**src/rtl/serial_addsub.sv**
```systemverilog
// Multi-cycle add/subtract unit: a DIGIT-bit ripple slice walks WIDTH-bit operands
// LSB digit first, one digit per clock, behind a start/done handshake.
module serial_addsub #(
    parameter int unsigned WIDTH = 8,
    parameter int unsigned DIGIT = 1
) (
    input  logic             clk_in,
    input  logic             rst_n_in,
    input  logic             start_in,
    input  logic             sub_in,
    input  logic [WIDTH-1:0] A_in,
    input  logic [WIDTH-1:0] B_in,
    input  logic             C_in,
    output logic             busy_out,
    output logic             done_out,
    output logic [WIDTH-1:0] S_out,
    output logic             C_out,
    output logic             V_out
);

    localparam int unsigned N     = WIDTH / DIGIT;
    localparam int unsigned CNT_W = (N > 1) ? $clog2(N) : 1;

    typedef enum logic [1:0] {
        IDLE,
        RUN,
        DONE
    } state_t;

    state_t             state_q, state_d;
    logic [CNT_W-1:0]   cnt_q, cnt_d;
    logic [WIDTH-1:0]   a_q, a_d;
    logic [WIDTH-1:0]   b_q, b_d;
    logic [WIDTH-1:0]   acc_q, acc_d;
    logic               carry_q, carry_d;
    logic               busy_d, done_d;
    logic [WIDTH-1:0]   s_d;
    logic               c_d, v_d;

    logic [DIGIT-1:0]   sum_digit;
    logic               ripple;
    logic               carry_msb_in;
    logic               carry_digit;
    logic [WIDTH-1:0]   acc_shift;
    logic               last_digit;

    // Digit slice: ripple through DIGIT full adders; keep the carry into the top bit for V.
    always_comb begin
        ripple       = carry_q;
        carry_msb_in = carry_q;
        sum_digit    = '0;
        for (int unsigned i = 0; i < DIGIT; i++) begin
            if (i == DIGIT - 1) begin
                carry_msb_in = ripple;
            end
            sum_digit[i] = a_q[i] ^ b_q[i] ^ ripple;
            ripple       = (a_q[i] & b_q[i]) | (ripple & (a_q[i] ^ b_q[i]));
        end
        carry_digit = ripple;
    end

    // New sum digit enters at the top; after N digits the accumulator holds the result.
    assign acc_shift  = (acc_q >> DIGIT) | (WIDTH'(sum_digit) << (WIDTH - DIGIT));
    assign last_digit = (cnt_q == CNT_W'(N - 1));

    // Next-state and next-output logic.
    always_comb begin
        state_d = state_q;
        cnt_d   = cnt_q;
        a_d     = a_q;
        b_d     = b_q;
        acc_d   = acc_q;
        carry_d = carry_q;
        busy_d  = busy_out;
        done_d  = 1'b0;
        s_d     = S_out;
        c_d     = C_out;
        v_d     = V_out;

        unique case (state_q)
            IDLE: begin
                if (start_in) begin
                    a_d     = A_in;
                    b_d     = sub_in ? ~B_in : B_in;
                    carry_d = sub_in ? ~C_in : C_in;
                    acc_d   = '0;
                    cnt_d   = '0;
                    busy_d  = 1'b1;
                    state_d = RUN;
                end
            end
            RUN: begin
                a_d     = a_q >> DIGIT;
                b_d     = b_q >> DIGIT;
                acc_d   = acc_shift;
                carry_d = carry_digit;
                cnt_d   = cnt_q + CNT_W'(1);
                if (last_digit) begin
                    cnt_d   = '0;
                    busy_d  = 1'b0;
                    done_d  = 1'b1;
                    s_d     = acc_shift;
                    c_d     = carry_digit;
                    v_d     = carry_msb_in ^ carry_digit;
                    state_d = DONE;
                end
            end
            DONE: begin
                state_d = IDLE;
            end
            default: begin
                state_d = IDLE;
            end
        endcase
    end

    // State and datapath registers; reset clears everything, including results.
    always_ff @(posedge clk_in) begin
        if (!rst_n_in) begin
            state_q  <= IDLE;
            cnt_q    <= '0;
            a_q      <= '0;
            b_q      <= '0;
            acc_q    <= '0;
            carry_q  <= 1'b0;
            busy_out <= 1'b0;
            done_out <= 1'b0;
            S_out    <= '0;
            C_out    <= 1'b0;
            V_out    <= 1'b0;
        end else begin
            state_q  <= state_d;
            cnt_q    <= cnt_d;
            a_q      <= a_d;
            b_q      <= b_d;
            acc_q    <= acc_d;
            carry_q  <= carry_d;
            busy_out <= busy_d;
            done_out <= done_d;
            S_out    <= s_d;
            C_out    <= c_d;
            V_out    <= v_d;
        end
    end

endmodule

```
**config.mk**
```make
export PLATFORM = sky130hd
export DESIGN_NAME = serial_addsub
export DESIGN_NICKNAME = d
export VERILOG_FILES = /design/src/rtl/serial_addsub.sv
export SDC_FILE = /design/constraint.sdc
export NUM_CORES = 1
export LEC_CHECK = 0
export CORE_ASPECT_RATIO = 2
export CORE_MARGIN = 2
export CORE_UTILIZATION = 50
export CTS_CLUSTER_SIZE = 14
export DETAILED_ROUTE_END_ITERATION = 10
export PLACE_DENSITY = 0.77
export SLEW_MARGIN = 30
export SYNTH_ARGS = -nofsm -noshare
export SYNTH_HDL_FRONTEND = slang
export SYNTH_SLANG_ARGS = --single-unit
```
**constraint.sdc**
```tcl
create_clock -name clk_in -period 1.8 [get_ports clk_in]
set_input_delay 0.27 -clock clk_in [delete_from_list [all_inputs] [get_ports clk_in]]
set_output_delay 0.27 -clock clk_in [all_outputs]
set_load 0.005 [all_outputs]
```
==> results of run 1 <==
[metal layers]
layer | global-route usage | up-vias | part of all wire
met4 | 0.08571 | 0 | 0.020
met5 | 0 | - | 0
met1 | 0.2286 | 731 | 0.36
met3 | 0.05155 | 8 | 0.045
met2 | 0.4091 | 42 | 0.57
li1 | - | 757 | -
[cell usage in the layout, fill, tap and decap left out, types with 2 or more instances in the layout]
cell and instances:
dfxtp_1 41, clkdlybuf4s50_1 32, nand2_1 29, a21oi_1 18, a22oi_1 17, nor2_1 12, xor2_1 9, o21ai_1 9
buf_4 8, o21ai_0 7, o221ai_1 7, clkbuf_8 6, or3b_1 5, inv_1 3, nand2b_1 2, o22ai_1 2
ha_1 2, buf_12 2
[final timing paths]
kind,endpoint,start,depth (start not counted)
setup / recovery,V_out,cnt_q[0],5
hold reg to reg,S_out[5],S_out[5],2
hold / removal,S_out[5],S_out[5],2
setup reg to reg,V_out,cnt_q[0],5
[logic make-up (layout without fill, tap and decap cells)]
family,after synthesis,after routing
xor gates and xnor gates,10,10
buffers and inverters,21,55
muxes,1,1
adders and majority gates,3,3
DFF,41,41
AOI/OAI and AO/OA,65,65
and+or+nand+nor,56,56
[worst reg2reg max path: stages, from the launching register on]
cell,delay (ns)
dfxtp_1,0.37
ha_1,0.18
ha_1,0.21
and3b_1,0.41
nor2_1,0.08
a211oi_1,0.21
[where the power goes]
| part | total [mW] | leakage [nW] | switching (mW) | internal [mW] |
|---|---|---|---|---|
| clock network | 0.768 | 0.0574 | 0.317 | 0.451 |
| logic | 0.228 | 0.435 | 0.108 | 0.119 |
| registers | 0.974 | 0.335 | 0.0291 | 0.945 |
| total | 1.97 | 0.827 | 0.455 | 1.52 |
[Yosys cell counts]
master    number
fa_1           1
a32oi_1        1
nor2_1        12
nor3_1         1
xor2_1         9
clkbuf_1       3
a211oi_1       1
nand2b_1       2
nand3_1        1
nor2b_1        2
o21ai_0        7
buf_6          1
and3b_1        1
o22ai_1        2
o21ai_1        9
a22oi_1       17
clkinv_1       1
o221ai_1       7
buf_2         11
nand2_1       29
nand3b_1       1
ha_1           2
buf_4          1
a21oi_1       18
o21bai_4       1
or3_1          1
o31ai_1        1
or3b_1         5
dfxtp_1       41
xnor2_1        1
a221oi_1       1
inv_2          1
nor4bb_1       1
mux2i_1        1
inv_1          3
[sequential cells by signal, indices dropped and copies added, names as in the netlist]
name and count:
S_out 8, done_out 1, cnt_q 3, V_out 1, busy_out 1, carry_msb_in 1, a_q 8, b_q 8
acc_q 7, C_out 1, state_q 2
[through the flow]
step | util | hold slack [ns] | total power, mW
2_1_floorplan | - | 0.4323 | 1.121
3_3_place_gp | 0.6307 | 0.4438 | 1.209
3_5_place_dp | 0.6315 | 0.4492 | 1.221
4_1_cts | 0.6670 | 0.4606 | 1.992
5_1_grt | 0.6670 | 0.4722 | 2.047
6_report | 0.6670 | 0.4628 | 1.970
[area by class of cell]
| cell class | instances | area (um2) |
|---|---|---|
| Tap cell | 32 | 40.04 |
| Timing Repair Buffer | 42 | 420.4 |
| Sequential cell | 41 | 820.8 |
| Fill cell | 286 | 1125 |
| Inverter | 5 | 18.77 |
| Clock inverter | 2 | 37.54 |
| Clock buffer | 6 | 82.58 |
| Multi-Input combinational cell | 135 | 833.3 |
==> run_results.csv, run 1 <==
group,metric,value,unit
sta,relSlewSlack,0.5484,
setup_path,worstSetupPathType,"flop to flop",
synthesis,syn-num-nets,221,
routing,wl,4.070,mm
sta,worst_slew_pin_slew,0.6743,ns
cts,clock_sinks,41,
cells_and_area,layout-drive-gt1-share,0.09091,
synthesis,synth_top_family_by_area,"compound AO/OA/AOI/OAI gates",
setup_path,cp_top_family,"simple AND/OR/NAND/NOR gates",
sta,setup_viol,0,
cells_and_area,final_cells,263,
cts,ctsRootBufferMaster,"clkbuf_8",
setup_path,r2r_slack,0.26,ns
place,post_dp_cell_area,2133,um2
routing,drc,0,
power,power_density,874.2,nW/um2
sta,report.final.slew_viol_count,0,
cts,cts_buffers,5,
setup_path,path_common_cell,"ha_1",
synthesis,yosysSeqAreaShare,0.4676,
synthesis,synth-compound-area-share,0.2409,
sta,worst_slack,0.2625,ns
floorplan,die-width,45.90,um
synthesis,ys_ff_latch,41,
floorplan,die_y,87.80,um
place,gp_congestion,0.7854,
place,place_ws,0.04854,ns
synthesis,syn_inst,197,
cells_and_area,diodes,0,
cells_and_area,nNetsFinal,254,
global_route,antenna_found_initial,0,
floorplan,start_util,0.5196,
setup_path,path_buf_inv,0,
synthesis,ys_top_cells_by_area,"dfxtp_1 47%, a22oi_1 7.3%, nand2_1 6.2%, a21oi_1 5.1%, xor2_1 4.5%",
cts,cts_resized,0,
place,place_hpwl,3.057,mm
routing,drt_pass1_iterations,4,
synthesis,synth_area,1755,um2
routing,viasPerCell,5.848,
run_status,outcome,"finished clean",
synthesis,synthAdderAreaFrac,0.02566,
synthesis,synth_warnings,0,
setup_path,path_cells,"ha_1, ha_1, and3b_1, nor2_1, a211oi_1",
sta,max_freq,650.4,MHz
sta,tns,0,ns
cells_and_area,final_cell_area,2253,um2
sta,fin_crit_sh,0.8542,
global_route,grt_max_degree,35,
setup_path,critPathSlowestCell,"and3b_1",
cts,cts.htree.levels,2,
global_route,grt.total_usage,0.2230,
sta,fin_crit,1.538,ns
cts,cts.reportedPaths.clkPinSlew,0.08,ns
routing,vias,1538,
synthesis,muxShareOfSynthArea,0.005702,
setup_path,start_kind,"flop",
cts,clockBufferDepth,2,
synthesis,synth_xor_area_frac,0.04989,
cells_and_area,area_delta_synth_final,28.37,%
cts,clkLatencyLatePin,0.30,ns
setup_path,crit_arrival,1.75,ns
routing,drt_iter0_drc,33,
global_route,grt_pass1_wl,6.651,mm
place,dp.cells,255,
power,peakVddDrop,0.7467,mV
synthesis,synth_top_area_cell,"dfxtp_1",
synthesis,synthSimpleGateAreaFrac,0.1511,
setup_path,worst-path-max-fanout,11,
synthesis,synth_top_area_share,0.4676,
synthesis,avgSynthCellArea,8.911,um2
sta,rsz0062_at_grt,"false",
place,io_buffer_count,32,
cts,tritoncts,"done",
cts,postCtsSetupRepairBufs,0,
sta,finalHoldViolations,0,
power,p_leak,0.8269,nW
global_route,grt_pass1_vias,1481,
floorplan,coreArea,3378,um2
min_path,hold_path_class,"flop to flop",
routing,ant_nets,0,
setup_path,cp_slowest_stage_delay,0.41,ns
global_route,overflow,0,
setup_path,cp-end-kind,"flop",
job,drv_cap,0,
floorplan,die_area,4029,um2
cts,hold_buffers,0,
floorplan,io_pins,33,
synthesis,synth.distinct_cells,35,
routing,wl_per_cell,15.48,um
setup_path,critical_path_required,2.01,ns
sta,skew,0.009950,ns
floorplan,std_cell_rows,30,
Power figures use the tool's default switching activity.
==> run 2: changes to the inputs <==
--- a/config.mk
+++ b/config.mk
@@ -5,7 +5,7 @@
 export SDC_FILE = /design/constraint.sdc
 export NUM_CORES = 1
 export LEC_CHECK = 0
-export CORE_ASPECT_RATIO = 2
+export CORE_ASPECT_RATIO = 0.8
 export CORE_MARGIN = 2
 export CORE_UTILIZATION = 50
 export CTS_CLUSTER_SIZE = 14
==> run_results.csv, run 2 (synthesis gave the netlist of run 1 again) <==
group,metric,value,unit
run_status,outcome,"finished clean",
power,p_seq_frac,0.554,
sta,worst_slew_pin_slew,0.6644,ns
cts,cts_buffers,5,
floorplan,die-width,70.25,um
global_route,overflow,0,
floorplan,coreArea,3400,um2
routing,wl_per_cell,12.99,um
setup_path,reg2regPathDepth,5,
global_route,grt_pass1_vias,1391,
cells_and_area,layout-drive-gt1-share,0.07456,
floorplan,std_cell_rows,19,
place,place_ws,0.1716,ns
routing,drc,0,
sta,rsz0062_at_grt,"false",
place,dp.cells,262,
sta,fin_crit,1.518,ns
power,p_clk_frac,0.325,
cts,clockBufferDepth,2,
floorplan,die_y,57.00,um
place,place_hpwl,2.457,mm
power,power_density,799.7,nW/um2
sta,holdWs,0.4565,ns
power,peakVddDrop,0.6563,mV
cells_and_area,diodes,0,
floorplan,io_pins,33,
sta,skew,0.005717,ns
cells_and_area,post-route-util,0.6452,
setup_path,crit_start,"cnt_q[0]",
routing,vias,1482,
cells_and_area,nNetsFinal,251,
routing,viasPerCell,5.489,
sta,setup_viol,0,
sta,report.final.slew_viol_count,0,
cts,cts.htree.levels,2,
sta,relSlewSlack,0.5551,
job,drv_cap,0,
setup_path,worstSetupPathType,"flop to flop",
min_path,hold_path_class,"flop to flop",
power,p_int,1.326,mW
cells_and_area,final_cell_mix,"41 x dfxtp_1, 32 x clkdlybuf4s50_1, 29 x nand2_1",
routing,ant_nets,0,
setup_path,regToRegEndpoint,"V_out",
cells_and_area,top_regs,"S_out x8, a_q x8, b_q x8",
setup_path,start_kind,"flop",
cells_and_area,final_common_cell,"dfxtp_1",
sta,tns,0,ns
global_route,antenna_found_initial,0,
place,io_buffer_count,32,
cells_and_area,final_cell_area,2193,um2
sta,fin_crit_sh,0.8436,
cts,clkLatencyLatePin,0.29,ns
cells_and_area,final_cells,270,
power,p_leak,0.7954,nW
floorplan,start_util,0.5164,
place,gp_congestion,0.7990,
sta,finalHoldViolations,0,
setup_path,critical_path_required,2.01,ns
cts,ctsRootBufferMaster,"clkbuf_8",
setup_path,cp-end-kind,"flop",
sta,max_freq,658.6,MHz
routing,drt_pass1_iterations,4,
setup_path,crit_arrival,1.73,ns
power,switching_share,0.2442,
power,power_frac_comb,0.122,
cells_and_area,area_delta_synth_final,24.95,%
routing,wl,3.506,mm
cts,cts_resized,0,
floorplan,die_area,4004,um2
setup_path,worst-path-max-fanout,11,
global_route,grt_pass1_wl,5.927,mm
global_route,grt_max_degree,35,
global_route,grt.total_usage,0.1887,
cts,cts.reportedPaths.clkPinSlew,0.07,ns
routing,drt_iter0_drc,87,
setup_path,setup.worst_path.end,"V_out",
sta,worst_slack,0.2816,ns
cts,hold_buffers,0,
power,finalPower,1.754,mW
setup_path,r2r_slack,0.28,ns
cts,tritoncts,"done",
cts,postCtsSetupRepairBufs,0,
cts,clock_sinks,41,
place,post_dp_cell_area,2111,um2
power,p_switching,428.4,uW
setup_path,rr_startpoint,"cnt_q[0]",
[run 2: area by class of cell]
| type | instances | area [um2] |
|---|---|---|
| fillers | 293 | 1206 |
| multi-input cells | 135 | 833.3 |
| flip-flops and latches | 41 | 820.8 |
| repair buffers | 39 | 385.4 |
| clock buffers | 6 | 72.57 |
| well taps | 42 | 52.55 |
| inverters | 5 | 18.77 |
| clock inverters | 2 | 10.01 |
[run 2: worst min-delay path by stage]
stage,start,end,slack [ns],cells past startpoint
finish,C_out,C_out,0.46,2
global route,S_out[2],S_out[2],0.49,2
CTS,C_out,C_out,0.46,2
detailed placement,C_out,C_out,0.45,2
global placement,S_out[5],S_out[5],0.44,2
floorplan,acc_q[1],S_out[0],0.43,2
[run 2: worst max-delay path, stage by stage, from the launching register on]
cell	delay (ns)
dfxtp_1	0.36
ha_1	0.17
ha_1	0.20
and3b_1	0.43
nor2_1	0.07
a211oi_1	0.21
[run 2: layer usage]
metal	vias to the layer above	GRT usage	routed length [um]
met3	11	0.06007	184
met2	35	0.2978	1617
met1	679	0.2301	1606
met5	-	0	0
li1	757	-	-
met4	0	0.1071	97
[run 2: power groups by stage]
| stage | Sequential (mW) | Clock (mW) | Combinational, mW |
|---|---|---|---|
| 3_5_place_dp | 0.992 | 0 | 0.213 |
| 2_1_floorplan | 0.986 | 0 | 0.136 |
| 6_report | 0.972 | 0.569 | 0.213 |
| 4_1_cts | 0.971 | 0.583 | 0.214 |
| 3_3_place_gp | 0.991 | 0 | 0.206 |
| 5_1_grt | 0.978 | 0.623 | 0.236 |
==> variant 1: new RTL, config.mk and constraints of run 1 <==
Set the parameter `WIDTH` to 16 (it was 8).
--- a/src/rtl/serial_addsub.sv
+++ b/src/rtl/serial_addsub.sv
@@ -1,7 +1,7 @@
 // Multi-cycle add/subtract unit: a DIGIT-bit ripple slice walks WIDTH-bit operands
 // LSB digit first, one digit per clock, behind a start/done handshake.
 module serial_addsub #(
-    parameter int unsigned WIDTH = 8,
+    parameter int unsigned WIDTH = 16,
     parameter int unsigned DIGIT = 1
 ) (
     input  logic             clk_in,
Interface: changed (resized A_in, B_in and S_out); port bits go from 33 to 57. The function was not compared with the original's and may differ.
==> variant 1 against run 1 <==
  * Count of clock-buffer cells in the layout is 5 higher
  * Wire length increased by 77%
  * Synthesized cell count increased by 79%
  * Power rose by 110%
  * Via count rose by 77%
  * Cell area grew 85%
  * Clock skew shrank 0.0054 ns
  * Worst setup slack got worse by 0.00088 ns
  * Critical path depth did not move
  * Area after synthesis up 81%
  * Sequential cell count rose by 33
==> variant 1: results (changes against run 1) <==
Drt
  – Drt via density: 5.523 (was 5.848)
  – Drt wl/cell: 14.62 um (was 15.48 um)
  – 1st-iter DRT viols: 158 (was 33)
  – First-pass DRT Iterations: 7 (was 4)

GRT
  – First-pass GRT wire length: 11870 um (was 6651 um)
  – Number of global-route vias before repair: 2641 (was 1481)
  – Grt met1 use: 25.93% (was 22.86%)
  – Pin count of the biggest net entering global routing: 57 (was 35)
  – Met2 Use GR: 38.12% (was 40.91%)
  – Routing usage on met3: 5.604% (was 5.155%)
  – All-Layer GR Usage: 22.28% (was 22.30%)

Place
  – Gpl congestion: 0.8263 (was 0.7854)
  – Port buffer count: 56 (was 32)
  – Area post-placement: 0.003872 sq mm (was 0.002133 sq mm)
  – DP HPWL: 4772 um (was 3057 um)

Clock network
  – TritonCTS Buffers: 9 (was 5)
  – Clock transition at the registers of the reported paths: 0.06 ns (was 0.08 ns)
  – H-tree depth: 3 (was 2)
  – Clk_lat worst skew: 0.33 ns (was 0.30 ns)

Worst setup path
  – Flop-to-flop setup slack: 0.26 ns (about the same)
  – Worst path arrival time: 1.80 ns (was 1.75 ns)

Yosys
  – Mapped Nets: 392 (was 221)
  – Cell variety after synth: 34 (was 35)
  – Synth cell count leaders: 74 x dfxtp_1, 38 x nor2_1, 30 x nand2_1, 29 x a21oi_1, 28 x o21ai_0 (was 41 x dfxtp_1, 29 x nand2_1, 18 x a21oi_1, 17 x a22oi_1, 12 x nor2_1)
  – Top post-synthesis cells by area: dfxtp_1 47%, a22oi_1 5.7%, a311oi_2 4.7%, a21oi_1 4.6%, nor2_1 4.5% (was dfxtp_1 47%, a22oi_1 7.3%, nand2_1 6.2%, a21oi_1 5.1%, xor2_1 4.5%)

Final layout
  – Share of cells above drive strength 1: 13.27% (was 9.091%)
  – Net count, final: 441 (was 254)
  – Fill cells: 542 (was 286)
  – Largest registers: S_out: 16 flops, a_q: 16 flops, b_q: 16 flops (was S_out: 8 flops, a_q: 8 flops, b_q: 8 flops)

Timing
  – Slew margin rel.: 69.11% (was 54.84%)
  – Final Skew: 0.004595 ns (was 0.009950 ns)
  – Smallest hold slack: 0.4728 ns (was 0.4628 ns)

Pwr
  – Worst vdd ir: 0.0006922 V (was 0.0007467 V)
  – Sw power: 953.8 uW (was 454.6 uW)
  – Leak Pwr: 0.001496 uW (was 0.0008269 uW)

Run status
  – Status: finished clean (unchanged)
## variant 1: cell count changes in the layout (fill, tap and decap cells not counted), moves of 10 or more
cell             delta
a21oi_1            +11
a311oi_2           +10
clkdlybuf4s50_1    +24
dfxtp_1            +33
nand3_1            +24
nor2_1             +26
o21ai_0            +21
xnor2_1            +10
## variant 1: worst max-delay path, stage by stage, from the launching register on
cell     delay (ns)
dfxtp_1        0.36
ha_1           0.22
and3_1         0.47
buf_12         0.19
nand3_1        0.09
a21oi_1        0.14
## variant 1: layout make-up
| class | count | area share (%) |
|---|---|---|
| multi-input combinational | 244 | 36.48 |
| timing repair buffer | 72 | 18.09 |
| clock buffer | 11 | 6.050 |
| sequential | 74 | 35.46 |
| clock inverter | 5 | 1.258 |
| tap | 86 | 2.576 |
| inverter | 1 | 0.08985 |
## variant 1: logic make-up after synthesis
| logic type | synth area share, % |
|---|---|
| AOI/OAI and AO/OA | 25.39 |
| DFF | 46.54 |
| xor gates and xnor gates | 4.953 |
| adders and majority gates | 1.022 |
| and+or+nand+nor | 16.27 |
| buffers and inverters | 5.817 |
## variant 1: routing by layer
metal  up-vias  part of all wire [%]
met3        11                   3.5
met2        49                    54
met4         0                   1.7
met1      1306                    40
met5         -                     0
li1       1357                     -
## variant 1: worst paths after layout
path,from,to,cells after the start
worst max-delay path,cnt_q[0]$_SDFFE_PN0P_,S_out[3]$_SDFFE_PN0P_,5
worst min-delay path,acc_q[1]$_SDFFE_PN0P_,S_out[0]$_SDFFE_PN0P_,2
worst max register to register,cnt_q[0]$_SDFFE_PN0P_,S_out[3]$_SDFFE_PN0P_,5
worst min register to register,acc_q[1]$_SDFFE_PN0P_,S_out[0]$_SDFFE_PN0P_,2
## variant 1: power by group through the flow
stage          logic [uW]  registers, uW  clock network, uW
2_1_floorplan         331           1790                  0
3_3_place_gp          489           1800                  0
3_5_place_dp          499           1800                  0
4_1_cts               506           1760               1830
5_1_grt               554           1770               1900
6_report              501           1760               1790
## variant 1: metrics by stage
stage	instances	setup slack, ns	utilization (%)
finish	493	0.2616	66.75
global route	493	0.1324	66.75
CTS	493	0.2547	66.75
detailed placement	477	0.1204	61.88
global placement	477	0.1705	61.88
floorplan	353	0.5214	-
==> variant 2: new RTL, settings of run 1 <==
Made on the original files. Take the reset off `a_q` and `b_q` and load them in a clocked block of their own.
--- a/src/rtl/serial_addsub.sv
+++ b/src/rtl/serial_addsub.sv
@@ -119,8 +119,6 @@
         if (!rst_n_in) begin
             state_q  <= IDLE;
             cnt_q    <= '0;
-            a_q      <= '0;
-            b_q      <= '0;
             acc_q    <= '0;
             carry_q  <= 1'b0;
             busy_out <= 1'b0;
@@ -131,8 +129,6 @@
         end else begin
             state_q  <= state_d;
             cnt_q    <= cnt_d;
-            a_q      <= a_d;
-            b_q      <= b_d;
             acc_q    <= acc_d;
             carry_q  <= carry_d;
             busy_out <= busy_d;
@@ -143,5 +139,10 @@
         end
     end
 
+    always_ff @(posedge clk_in) begin
+        a_q <= a_d;
+        b_q <= b_d;
+    end
+
 endmodule
 
Check against the original RTL: no difference found for any inputs over 10 cycles, from zero or initial values and one cycle with rst_n_in low; that may be too few to reach the edited logic, so the function may still have changed.
==> variant 2 against run 1 <==
  * Via count fell by 23%
  * Cell area decreased by 2.3%
  * Synthesized cell count decreased by 22%
  * Worst hold slack improved by 0.0037 ns
  * Non-clock buffer count fell by 5
  * Die area down 1.3%
  * Count of clock-buffer cells in the layout rose by 2
  * Power about the same
  * Wire length fell by 23%
  * Area after synthesis fell by 1.4%
  * Sequential cell count unchanged
  * Worst setup slack got worse by 0.14 ns
  * Highest routed layer unchanged
==> variant 2: results (changes against run 1) <==
Final layout
  – Share of cells above drive strength 1: 10.58% (was 9.091%)
  – Fill cells: 264 (was 286)
  – Multi-input logic area: 690.7 sq um (was 833.3 sq um)
  – Non-filler cells, final: 221 (was 263)

Pwr
  – Worst vdd ir: 0.0005884 V (was 0.0007467 V)
  – Leak Pwr: 0.0007804 uW (was 0.0008269 uW)

GRT
  – First-pass GRT wire length: 5244 um (was 6651 um)
  – Pin count of the biggest net entering global routing: 26 (was 35)
  – All-Layer GR Usage: 18.43% (was 22.30%)

Worst setup path
  – Flop-to-flop setup slack: 0.12 ns (was 0.26 ns)
  – Worst Reg-to-Reg Cells: 3 (was 5)
  – Critical R2R Capture: b_q[0]$_DFFE_PP_ (was V_out$_SDFFE_PN0P_)
  – Worst path slowest cell: nor2b_2 (was and3b_1)
  – Crit-path max cell delay: 0.48 ns (was 0.41 ns)
  – Worst path arrival time: 1.71 ns (was 1.75 ns)
  – R2R Path Start: state_q[0]$_SDFFE_PN0P_ (was cnt_q[0]$_SDFFE_PN0P_)
  – CP top delay family: simple AND/OR/NAND/NOR gates (unchanged)
  – Critical path peak fanout: 20 (was 11)

Drt
  – Routed via count: 1186 (was 1538)
  – 1st-iter DRT viols: 13 (was 33)
  – Post-Route WL: 3116 um (was 4070 um)

Clock network
  – Root Driver: clkbuf_8 (unchanged)
  – Clk_lat worst skew: 0.30 ns (about the same)

Yosys
  – Synth Instances: 154 (was 197)
  – Seq/Total Area, Yosys: 56.69% (was 46.76%)
  – Top post-synthesis cells by area: dfxtp_1 29%, edfxtp_1 28%, nand2_1 5.6%, xnor2_1 5.1%, nor2b_1 4.7% (was dfxtp_1 47%, a22oi_1 7.3%, nand2_1 6.2%, a21oi_1 5.1%, xor2_1 4.5%)
  – Post-synth EDFFs: 16 (was 0)
  – Cell variety after synth: 28 (was 35)
  – Synth cell count leaders: 26 x nand2_1, 25 x dfxtp_1, 16 x edfxtp_1, 13 x nor2b_1 (was 41 x dfxtp_1, 29 x nand2_1, 18 x a21oi_1, 17 x a22oi_1, 12 x nor2_1)
  – Mapped Nets: 178 (was 221)

Place
  – Gpl congestion: 0.8107 (was 0.7854)
  – Area post-placement: 0.002090 sq mm (was 0.002133 sq mm)
  – DP HPWL: 2322 um (was 3057 um)
  – Port buffer count: 32 (unchanged)
  – Inst Count DP: 213 (was 255)

Run status
  – Status: finished clean (unchanged)

Timing
  – Smallest hold slack: 0.4665 ns (was 0.4628 ns)
  – Worst Max-Slew Pin Slew: 0.6815 ns (was 0.6743 ns)
  – Final Skew: 0.006125 ns (was 0.009950 ns)

Hold path
  – Hold Crit Class: reg2reg (unchanged)
  – Worst Hold Path EP: S_out[5]$_SDFFE_PN0P_ (unchanged)
## variant 2: cell count changes after synthesis, moves of 7 or more
cell and delta:
nor2b_1 +11, xnor2_1 +9, o21ai_1 -9, nor2_1 -11, a21oi_1 -17, a21boi_0 +10, mux2_2 +7, xor2_1 -9
edfxtp_1 +16, o221ai_1 -7, dfxtp_1 -16, a22oi_1 -8
## variant 2: worst max-delay path by stage
stage          cells past startpoint                    start                to  slack (ns)
5_1_grt                            3  state_q[0]$_SDFFE_PN0P_  b_q[3]$_DFFE_PP_        0.03
3_3_place_gp                       3  state_q[0]$_SDFFE_PN0P_  b_q[0]$_DFFE_PP_        0.13
3_5_place_dp                       3  state_q[0]$_SDFFE_PN0P_  b_q[0]$_DFFE_PP_        0.11
6_report                           3  state_q[0]$_SDFFE_PN0P_  b_q[0]$_DFFE_PP_        0.12
4_1_cts                            3  state_q[0]$_SDFFE_PN0P_  b_q[0]$_DFFE_PP_         0.1
2_1_floorplan                      5  state_q[0]$_SDFFE_PN0P_  a_q[2]$_DFFE_PP_        0.34
## variant 2: kinds of logic after synthesis
kind of cell / share of synthesized area (%)
xor gates and xnor gates: 5.061
muxes: 5.134
AOI/OAI and AO/OA: 13.23
buffers and inverters: 3.543
DFF: 56.69
and+or+nand+nor: 13.74
adders and majority gates: 2.603
## variant 2: cell type report
class / instances / share of cell area (%)
multi-input combinational: 101 / 31.38
timing repair buffer: 37 / 16.83
tap: 32 / 1.819
sequential: 41 / 44.57
clock buffer: 8 / 5.060
inverter: 2 / 0.3411
## variant 2: tightest hold or removal path, cell delays in order, from the launching register on
cell	delay, ns
dfxtp_1	0.31
nand2_1	0.04
a21boi_0	0.06
## variant 2: routing by layer
layer	track usage (%)	share of wire, %	vias to the layer above
li1	-	-	600
met1	18.94	38	545
met2	32.78	55	34
met3	3.734	4.1	7
met4	9.626	2.7	0
met5	0	0	-
## variant 2: through the flow
stage / total power (uW) / util, % / setup WS (ns)
floorplan: 1190 / - / 0.3412
global placement: 1271 / 62.55 / 0.1306
detailed placement: 1280 / 62.55 / 0.1083
CTS: 1988 / 65.88 / 0.09991
global route: 2041 / 65.88 / 0.02827
finish: 1969 / 65.88 / 0.1218
## variant 2: power breakdown
group          leakage, uW  internal [uW]  switching, uW  total (uW)
combinational     0.000358            119           85.7         205
clock            0.0000566            396            316         713
sequential        0.000365           1030           23.9        1050
